`src/rtl/cpu_reg_access_pkg.sv`:
```
// Shared CPU constants and debug register-access FSM states.
// Imported by the register access block and its bench.
package cpu_reg_access_pkg;

  localparam int NREGS  = 32;
  localparam int REG_AW = 5;

  typedef enum logic [2:0] {
    S_IDLE,
    S_RD,
    S_RD_RSP,
    S_WR,
    S_WR_ACK,
    S_ERR
  } state_t;

endpackage

```
`src/rtl/cpu_reg_access.sv`:
```
// Debug-side burst read/write access to the CPU register file.
// Owns the regfile ports whenever a command is active.
module cpu_reg_access
  import cpu_reg_access_pkg::*;
#(
  parameter int XLEN = 32
) (
  input  logic              clk,
  input  logic              reset,
  input  logic              cpu_halted,
  input  logic              req_valid,
  output logic              req_ready,
  input  logic              req_write,
  input  logic [REG_AW-1:0] req_addr,
  input  logic [REG_AW-1:0] req_len,
  input  logic              wdata_valid,
  output logic              wdata_ready,
  input  logic [XLEN-1:0]   wdata,
  output logic              rsp_valid,
  input  logic              rsp_ready,
  output logic [XLEN-1:0]   rsp_data,
  output logic              rsp_err,
  output logic              rsp_last,
  output logic              rf_sel,
  output logic [REG_AW-1:0] rf_rs1_addr,
  input  logic [XLEN-1:0]   rf_rs1_data,
  output logic [REG_AW-1:0] rf_rd_addr,
  output logic [XLEN-1:0]   rf_rd_data,
  output logic              rf_rd_write_en
);

  state_t            state;
  logic [REG_AW-1:0] addr;
  logic [REG_AW-1:0] cnt;
  logic [XLEN-1:0]   rdata;
  logic [REG_AW-1:0] waddr;
  logic [XLEN-1:0]   wdat;
  logic              wen;
  logic [REG_AW:0]   end_idx;

  assign end_idx = {1'b0, req_addr} + {1'b0, req_len};

  always_ff @(posedge clk or negedge reset) begin
    if (!reset) begin
      state <= S_IDLE;
      addr  <= '0;
      cnt   <= '0;
      rdata <= '0;
      waddr <= '0;
      wdat  <= '0;
      wen   <= 1'b0;
    end else begin
      wen <= 1'b0;
      unique case (state)
        S_IDLE: begin
          if (req_valid) begin
            if (!cpu_halted ||
                end_idx > (REG_AW+1)'(NREGS-1)) begin
              state <= S_ERR;
            end else begin
              addr  <= req_addr;
              cnt   <= req_len;
              state <= req_write ? S_WR : S_RD;
            end
          end
        end
        S_RD: begin
          if (!cpu_halted) begin
            state <= S_ERR;
          end else begin
            rdata <= rf_rs1_data;
            state <= S_RD_RSP;
          end
        end
        S_RD_RSP: begin
          if (rsp_ready) begin
            if (cnt == '0) begin
              state <= S_IDLE;
            end else if (!cpu_halted) begin
              state <= S_ERR;
            end else begin
              addr  <= addr + REG_AW'(1);
              cnt   <= cnt - REG_AW'(1);
              state <= S_RD;
            end
          end
        end
        S_WR: begin
          if (!cpu_halted) begin
            state <= S_ERR;
          end else if (wdata_valid) begin
            wen   <= 1'b1;
            waddr <= addr;
            wdat  <= wdata;
            if (cnt == '0) begin
              state <= S_WR_ACK;
            end else begin
              addr <= addr + REG_AW'(1);
              cnt  <= cnt - REG_AW'(1);
            end
          end
        end
        S_WR_ACK, S_ERR: begin
          if (rsp_ready) state <= S_IDLE;
        end
        default: state <= S_IDLE;
      endcase
    end
  end

  assign req_ready      = state == S_IDLE;
  assign rf_sel         = state != S_IDLE;
  assign wdata_ready    = (state == S_WR) && cpu_halted;
  assign rf_rs1_addr    = (state == S_RD) ? addr : '0;
  assign rsp_valid      = state inside {S_RD_RSP, S_WR_ACK, S_ERR};
  assign rsp_data       = (state == S_RD_RSP) ? rdata : '0;
  assign rsp_err        = state == S_ERR;
  // Read beats flag last from the count; ack and error are single-beat.
  assign rsp_last       = (state == S_RD_RSP) ? (cnt == '0)
                        : (state == S_WR_ACK || state == S_ERR);
  assign rf_rd_addr     = waddr;
  assign rf_rd_data     = wdat;
  assign rf_rd_write_en = wen;

endmodule
```
`config.mk`:
```
export PLATFORM = sky130hd
export DESIGN_NAME = cpu_reg_access
export DESIGN_NICKNAME = d
export VERILOG_FILES = /design/src/rtl/cpu_reg_access_pkg.sv /design/src/rtl/cpu_reg_access.sv
export SDC_FILE = /design/constraint.sdc
export NUM_CORES = 1
export LEC_CHECK = 0
export ABC_CLOCK_PERIOD_IN_PS = 3800
export CAP_MARGIN = 20
export CORE_UTILIZATION = 46
export DETAILED_ROUTE_END_ITERATION = 8
export PLACE_DENSITY = 0.85
export SLEW_MARGIN = 5
export SYNTH_ARGS = -nofsm -noshare
export SYNTH_HDL_FRONTEND = slang
export SYNTH_SLANG_ARGS = --single-unit
```
`constraint.sdc`:
```
create_clock -name clk -period 3.8 [get_ports clk]
set_input_delay 0.76 -clock clk [delete_from_list [all_inputs] [get_ports clk]]
set_output_delay 0.76 -clock clk [all_outputs]
set_load 0.01 [all_outputs]
```
==> parameters.txt, run 1 <==
Parameter                              Value

Placement
  RD Place Congestion    0.848
  Pre-CTS WS    0.899 ns
  Buffers added on ports    161
  Total half-perimeter wirelength after legalization and detailed placement    7.15 mm

Floorplan
  Standard-cell row count    33
  I/O pin total    162
  Initial cell density of the core    47.4%
  Floorplan die area    0.00879 mm^2
  Die X    93.8 um
  Core Box Area    0.00818 mm^2
  Die extent in y    93.8 um

Critical path
  Crit. End Element    primary output
  Reg-to-reg endpoint    addr[1]$_DFFE_PN0P_
  Length in cells of the worst reg-to-reg path    7
  Startpoint of the worst-slack reg-to-reg timing path    state[1]$_DFFE_PN0P_
  Maximum fanout count along the critical path    57
  Register-to-register path setup slack    1.50 ns
  Data required, critical path    3.04 ns
  Kind of launch point of the worst setup path    register
  Type of the worst setup path    register to primary output
  Worst endpoint data arrival time    2.30 ns

Synth
  Synthesized flop and latch total    83
  Number of enable flip-flop cells after synthesis    0
  Post-Synthesis Cell Area    0.00387 mm^2
  Share of synthesized registers carrying an async set or reset    100%
  Top cell type by total area after synthesis    dfrtp_1
  Syn nets    476
  Post-synthesis sequential area ratio    53.6%
  Most used flip-flop cell after synthesis    dfrtp_1
  Warning count from the yosys run    0
  Fraction of post-synthesis cell area in the top cell type by area    53.6%
  Synthesized netlist cell count    388
  Post-synthesis cell type count    44
  Average cell area after synthesis    9.98 um^2
  Synth area leaders    dfrtp_1 (54%), nand2_1 (11%), mux2_2 (10%), and3_1 (6.0%), ha_1 (2.3%)

Clock tree
  Post-CTS setup buffer count    0
  H-Tree Depth    3
  CTS Buffer Depth    2
  TritonCTS clock tree    built
  Post-cts repair resize count    0
  CTS root buffer    clkbuf_8
  Num CTS Buffers    9
  Cts-stage hold buffer count    0
  Clock insertion delay at the later pin of the skew report    0.34 ns
  Clock transition at the registers of the reported paths    0.09 ns
  Sink Count    83

Cells and area
  Number of fill cells    636
  Register area    0.00208 mm^2
  Area growth syn-to-layout    49.3%
  NumNets Final    631
  Antenna cells    0
  Total area of multi-input combinational cells    0.00166 mm^2
  Share of post-route cells with drive strength above 1    12.2%

Detailed routing
  DRT antenna net count    0
  Iteration count of the initial detailed-routing pass    4
  Total wire length after detailed routing    10.2 mm
  Vias per Instance    5.28
  Vias after detailed routing    3,449
  Total DRC errors in the routed layout    0
  Final routed wire length divided by cell count    15.6 um
  First DRT Iteration DRCs    102

Global routing
  Antenna violations before repair    0
  All-layer global routing usage    23.2%
  First-pass GRT wire length    16.0 mm
  Pin count of the biggest net entering global routing    84
  Remaining Overflow, GRT    0
  Vias in the first global route    3,301

Timing
  Aggregate negative setup slack    0 ns
  Slew headroom    65.1%
  Max Transition Viols Final    0
  Layout Skew    0.00750 ns
  Post-layout worst setup margin    0.743 ns
  Least-Margin Pin Slew    0.523 ns
  Number of endpoints with negative hold slack in the final report    0
  Final worst path period need    3.06 ns
  Highest Clock Rate    327 MHz
  RSZ-0062 raised after global routing    no
  Final setup vio count    0
  Ratio of final minimum period to clock period    80.4%

Run
  Max-cap check violation count    0

Hold path
  Hold/Removal Path Class    primary input to async pin

Pwr
  Leakage component of the power    2.65 nW
  Power per unit of standard cell area    708 mW/mm^2
  Peak supply drop    346 uV

Status
  Status    finished, final reports clean
-- synthesized netlist by cell type (2+ instances only) --
cell / count
nand2b_1: 5
mux2_1: 2
dfrtp_1: 83
o21ai_0: 9
o21a_1: 2
buf_2: 10
clkbuf_1: 8
and3_1: 37
a21oi_1: 9
nand2_1: 114
inv_1: 8
a31oi_1: 7
o22ai_1: 3
nor3_1: 2
nand3_1: 7
and2_1: 2
ha_1: 7
nand4_1: 2
buf_1: 5
mux2_2: 35
nor2_1: 8
-- layout make-up --
class                           instances  area share, %
Multi-Input combinational cell        272           28.6
Inverter                                8          0.519
Sequential cell                        83           35.9
Clock inverter                          7           1.32
Tap cell                              105           2.27
Clock buffer                            9           2.14
Timing Repair Buffer                  169           29.2
-- worst max-delay path, cell delays in order (launching register included) --
cell,delay (ns)
dfrtp_1,0.52
nor2b_4,0.21
buf_4,0.43
and3_1,0.23
clkdlybuf4s50_1,0.56
-- metal layers --
layer	global-route usage, %	vias up	routed length (um)
li1	-	1627	-
met1	30.2	1672	4420
met2	37.7	146	4740
met3	7.12	4	1000
met4	6.03	0	51
met5	0	-	0
-- where the power goes --
part / internal, mW / total [mW] / switching [mW] / leakage [nW]
Clock: 0.308 / 0.634 / 0.326 / 0.0962
Combinational: 1.03 / 1.86 / 0.837 / 1.54
Sequential: 1.31 / 1.60 / 0.294 / 1.02
Total: 2.64 / 4.10 / 1.46 / 2.65
-- layout by cell type, fill, tap and decap left out, types with 8 or more instances in the layout --
cell type	n
dfrtp_1	83
and3_1	37
mux2_2	35
nor2_1	8
clkdlybuf4s50_1	160
inv_1	8
clkbuf_8	9
a21oi_1	9
buf_4	8
o21ai_0	9
nand2_1	114
-- per-stage QoR --
stage | area (um^2) | power, mW | cells | hold slack [ns] | utilization, %
floorplan | 3870 | 2.52 | 388 | 0.450 | -
global route | 5780 | 4.38 | 653 | 0.272 | 70.8
CTS | 5760 | 4.12 | 652 | 0.486 | 70.4
finish | 5780 | 4.10 | 653 | 0.280 | 70.8
global placement | 5560 | 3.38 | 636 | 0.456 | 68.0
detailed placement | 5560 | 3.47 | 636 | 0.466 | 68.0
-- logic make-up (layout without fill, tap and decap cells) --
family	count (synthesis)	in the layout	synth area share [%]
compound gates	42	42	7.11
fa+ha+maj	7	7	2.26
buf+inv	33	193	3.81
flops	83	83	53.6
mux	38	38	11.0
simple gates	185	185	22.2
-- worst max path at each step --
| stage | start | to | slack (ns) | cells after the start |
|---|---|---|---|---|
| 3_5_place_dp | cpu_halted | wdata_ready | 0.90 | 3 |
| 6_report | state[1]$_DFFE_PN0P_ | rsp_data[0] | 0.74 | 4 |
| 4_1_cts | cnt[0]$_DFFE_PN0P_ | rsp_last | 0.76 | 5 |
| 2_1_floorplan | state[2]$_DFFE_PN0P_ | rsp_data[0] | 1.64 | 5 |
| 3_3_place_gp | cpu_halted | wdata_ready | 0.92 | 3 |
| 5_1_grt | state[1]$_DFFE_PN0P_ | rsp_data[5] | 0.59 | 4 |
-- registers in the layout, summed over array words and instances, names as in the netlist --
name and cells:
addr 5, rf_rd_addr 5, rdata 32, rf_rd_data 32, state 3, rf_rd_write_en 1
cnt 5
Note: power is estimated with default switching activity, not from simulation.
==> inputs of run 2 (changes only) <==
--- a/config.mk
+++ b/config.mk
@@ -5,11 +5,11 @@
 export SDC_FILE = /design/constraint.sdc
 export NUM_CORES = 1
 export LEC_CHECK = 0
-export ABC_CLOCK_PERIOD_IN_PS = 3800
+export ABC_CLOCK_PERIOD_IN_PS = 2900
 export CAP_MARGIN = 20
-export CORE_UTILIZATION = 46
+export CORE_UTILIZATION = 43
 export DETAILED_ROUTE_END_ITERATION = 8
-export PLACE_DENSITY = 0.85
+export PLACE_DENSITY = 0.81
 export SLEW_MARGIN = 5
 export SYNTH_ARGS = -nofsm -noshare
 export SYNTH_HDL_FRONTEND = slang
==> constraint.sdc (replaced) <==
create_clock -name clk -period 2.9 [get_ports clk]
set_input_delay 0.58 -clock clk [delete_from_list [all_inputs] [get_ports clk]]
set_output_delay 0.58 -clock clk [all_outputs]
set_load 0.01 [all_outputs]
==> run 2 against run 1 <==
Net effect: via count down 0.35%; utilization down 3.8 points; flip-flop and latch count unchanged; wire length down 2.3%; critical path depth unchanged; highest routed layer unchanged.
==> parameters.txt, run 2 (synthesis results as in run 1) <==
Parameter                              Value

Placement
  Buffers added on ports    161
  RD Place Congestion    0.911
  Total half-perimeter wirelength after legalization and detailed placement    7.22 mm
  Pre-CTS WS    0.360 ns

Cells and area
  Number of fill cells    679
  Register area    0.00208 mm^2
  Total area of multi-input combinational cells    0.00166 mm^2
  NumNets Final    634
  Most used cells in the layout excluding fill and tap cells    clkdlybuf4s50_1 (160), nand2_1 (114), dfrtp_1 (83), and3_1 (37), mux2_2 (35)
  Area growth syn-to-layout    50.8%
  Share of post-route cells with drive strength above 1    12.4%
  Antenna cells    0
  Most common library cell in the layout ignoring fill and taps    clkdlybuf4s50_1

Clock tree
  TritonCTS clock tree    built
  Cts-stage hold buffer count    0
  Sink Count    83
  CTS Buffer Depth    2
  Clock transition at the registers of the reported paths    0.09 ns
  H-Tree Depth    3
  CTS root buffer    clkbuf_8
  Num CTS Buffers    9
  Clock insertion delay at the later pin of the skew report    0.35 ns

Critical path
  Length in cells of the worst reg-to-reg path    8
  Worst path depth    4
  Cell at the slowest stage of the critical path    clkdlybuf4s50_1
  Reg-to-reg endpoint    cnt[0]$_DFFE_PN0P_
  Register-to-register path setup slack    0.73 ns
  Slowest stage delay, CP    0.58 ns
  CP cell instances    nor2b_4 -> buf_4 -> and3_1 -> clkdlybuf4s50_1
  Type of the worst setup path    register to primary output
  Crit. End Element    primary output
  Data required, critical path    2.32 ns
  Largest delay contributor family on the critical path    buffers and inverters
  Combined buffer and inverter count along the critical path    2
  Worst endpoint data arrival time    2.19 ns
  Maximum fanout count along the critical path    33
  Startpoint of the worst-slack reg-to-reg timing path    cnt[0]$_DFFE_PN0P_
  Kind of launch point of the worst setup path    register

Detailed routing
  Routed wl met3    860 um
  First DRT Iteration DRCs    146
  Total wire length after detailed routing    9.98 mm
  Total DRC errors in the routed layout    0
  Met1 WL    4.36 mm
  Uppermost signal routing layer after detailed routing    met4
  Vias per Instance    5.22
  Vias after detailed routing    3,437
  Iteration count of the initial detailed-routing pass    4
  DRT antenna net count    0
  Final routed wire length divided by cell count    15.2 um
  Met2 wire len    4.61 mm

Timing
  Layout Skew    0.0101 ns
  Aggregate negative setup slack    0 ns
  Final worst path period need    2.77 ns
  Highest Clock Rate    360 MHz
  Slew headroom    66.4%
  Worst hold slack after final layout    0.193 ns
  Max Transition Viols Final    0
  Ratio of final minimum period to clock period    95.7%
  Number of endpoints with negative hold slack in the final report    0
  Post-layout worst setup margin    0.125 ns
  Final setup vio count    0
  Least-Margin Pin Slew    0.505 ns
  RSZ-0062 raised after global routing    no

Global routing
  Antenna violations before repair    0
  Remaining Overflow, GRT    0
  All-layer global routing usage    21.8%
  Vias in the first global route    3,442
  Pin count of the biggest net entering global routing    48
  First-pass GRT wire length    16.6 mm

Floorplan
  I/O pin total    162
  Standard-cell row count    34
  Die extent in y    96.9 um
  Die X    96.9 um
  Initial cell density of the core    44.4%
  Floorplan die area    0.00939 mm^2
  Core Box Area    0.00872 mm^2

Hold path
  Hold/Removal Path Class    primary input to async pin

Run
  Max-cap check violation count    0

Pwr
  Power per unit of standard cell area    946 mW/mm^2
  Leakage component of the power    2.69 nW
  Peak supply drop    484 uV
  Total power    5.53 mW

Status
  Status    finished, final reports clean
## run 2: changes by cell type in the layout (fill, tap and decap cells not counted), moves of 2 or more
cell,before,now
buf_4,8,11
clkinvlp_4,2,0
inv_6,2,0
bufinv_16,1,3
## run 2: area by class of cell
class / count / share of cell area, %
clock buffer: 11 / 2.42
clock inverter: 4 / 1.69
inverter: 8 / 0.514
multi-input combinational: 272 / 28.4
sequential: 83 / 35.5
tap: 108 / 2.31
timing repair buffer: 172 / 29.2
## run 2: power by group
part           leakage (nW)  internal (mW)  total (mW)  switching (mW)
sequential             1.02           1.71        2.05           0.341
clock                 0.120          0.593       0.999           0.406
combinational          1.55           1.37        2.48            1.11
## run 2: worst max path at each step
stage	start	endpoint	slack, ns
final	state[1]$_DFFE_PN0P_	rsp_data[6]	0.13
after detailed placement	cpu_halted	wdata_ready	0.36
after CTS	cnt[0]$_DFFE_PN0P_	rsp_last	0.07
after global placement	cpu_halted	wdata_ready	0.37
after floorplan	state[2]$_DFFE_PN0P_	rsp_data[0]	0.92
after global routing	cnt[0]$_DFFE_PN0P_	rsp_last	0.01
## run 2: layer usage
metal,global-route usage (%),vias up
met5,0,-
met4,6.66,0
met2,34.2,160
li1,-,1629
met1,28.2,1630
met3,7.88,18
## run 2: stage by stage
stage | util, % | area, um^2 | std cells
6_report | 67.0 | 5840 | 658
4_1_cts | 67.0 | 5840 | 658
2_1_floorplan | - | 3870 | 388
3_3_place_gp | 64.2 | 5600 | 643
5_1_grt | 67.0 | 5840 | 658
3_5_place_dp | 64.2 | 5600 | 643
## run 2: timing repair
| action | CTS | global route |
|---|---|---|
| buffers inserted | 0 | 0 |
| gates resized for setup | 0 | 1 |
| setup endpoints to repair | 0 | 1 |
## run 2: worst reg2reg max path: stages, from the launching register on
cell and delay [ns]:
dfrtp_1 0.42, inv_1 0.10, ha_1 0.16, or4b_4 0.50
nand3_1 0.12, o21bai_1 0.07, buf_4 0.18, and2_1 0.29
a22o_1 0.25
==> inputs of run 3 (changes only) <==
--- a/config.mk
+++ b/config.mk
@@ -8,6 +8,7 @@
 export ABC_CLOCK_PERIOD_IN_PS = 2900
 export CAP_MARGIN = 20
 export CORE_UTILIZATION = 43
+export CTS_CLUSTER_SIZE = 25
 export DETAILED_ROUTE_END_ITERATION = 8
 export PLACE_DENSITY = 0.81
 export SLEW_MARGIN = 5
==> results of run 3 <==
Same layout as run 2: the final DEF is identical, and so are final timing and power.
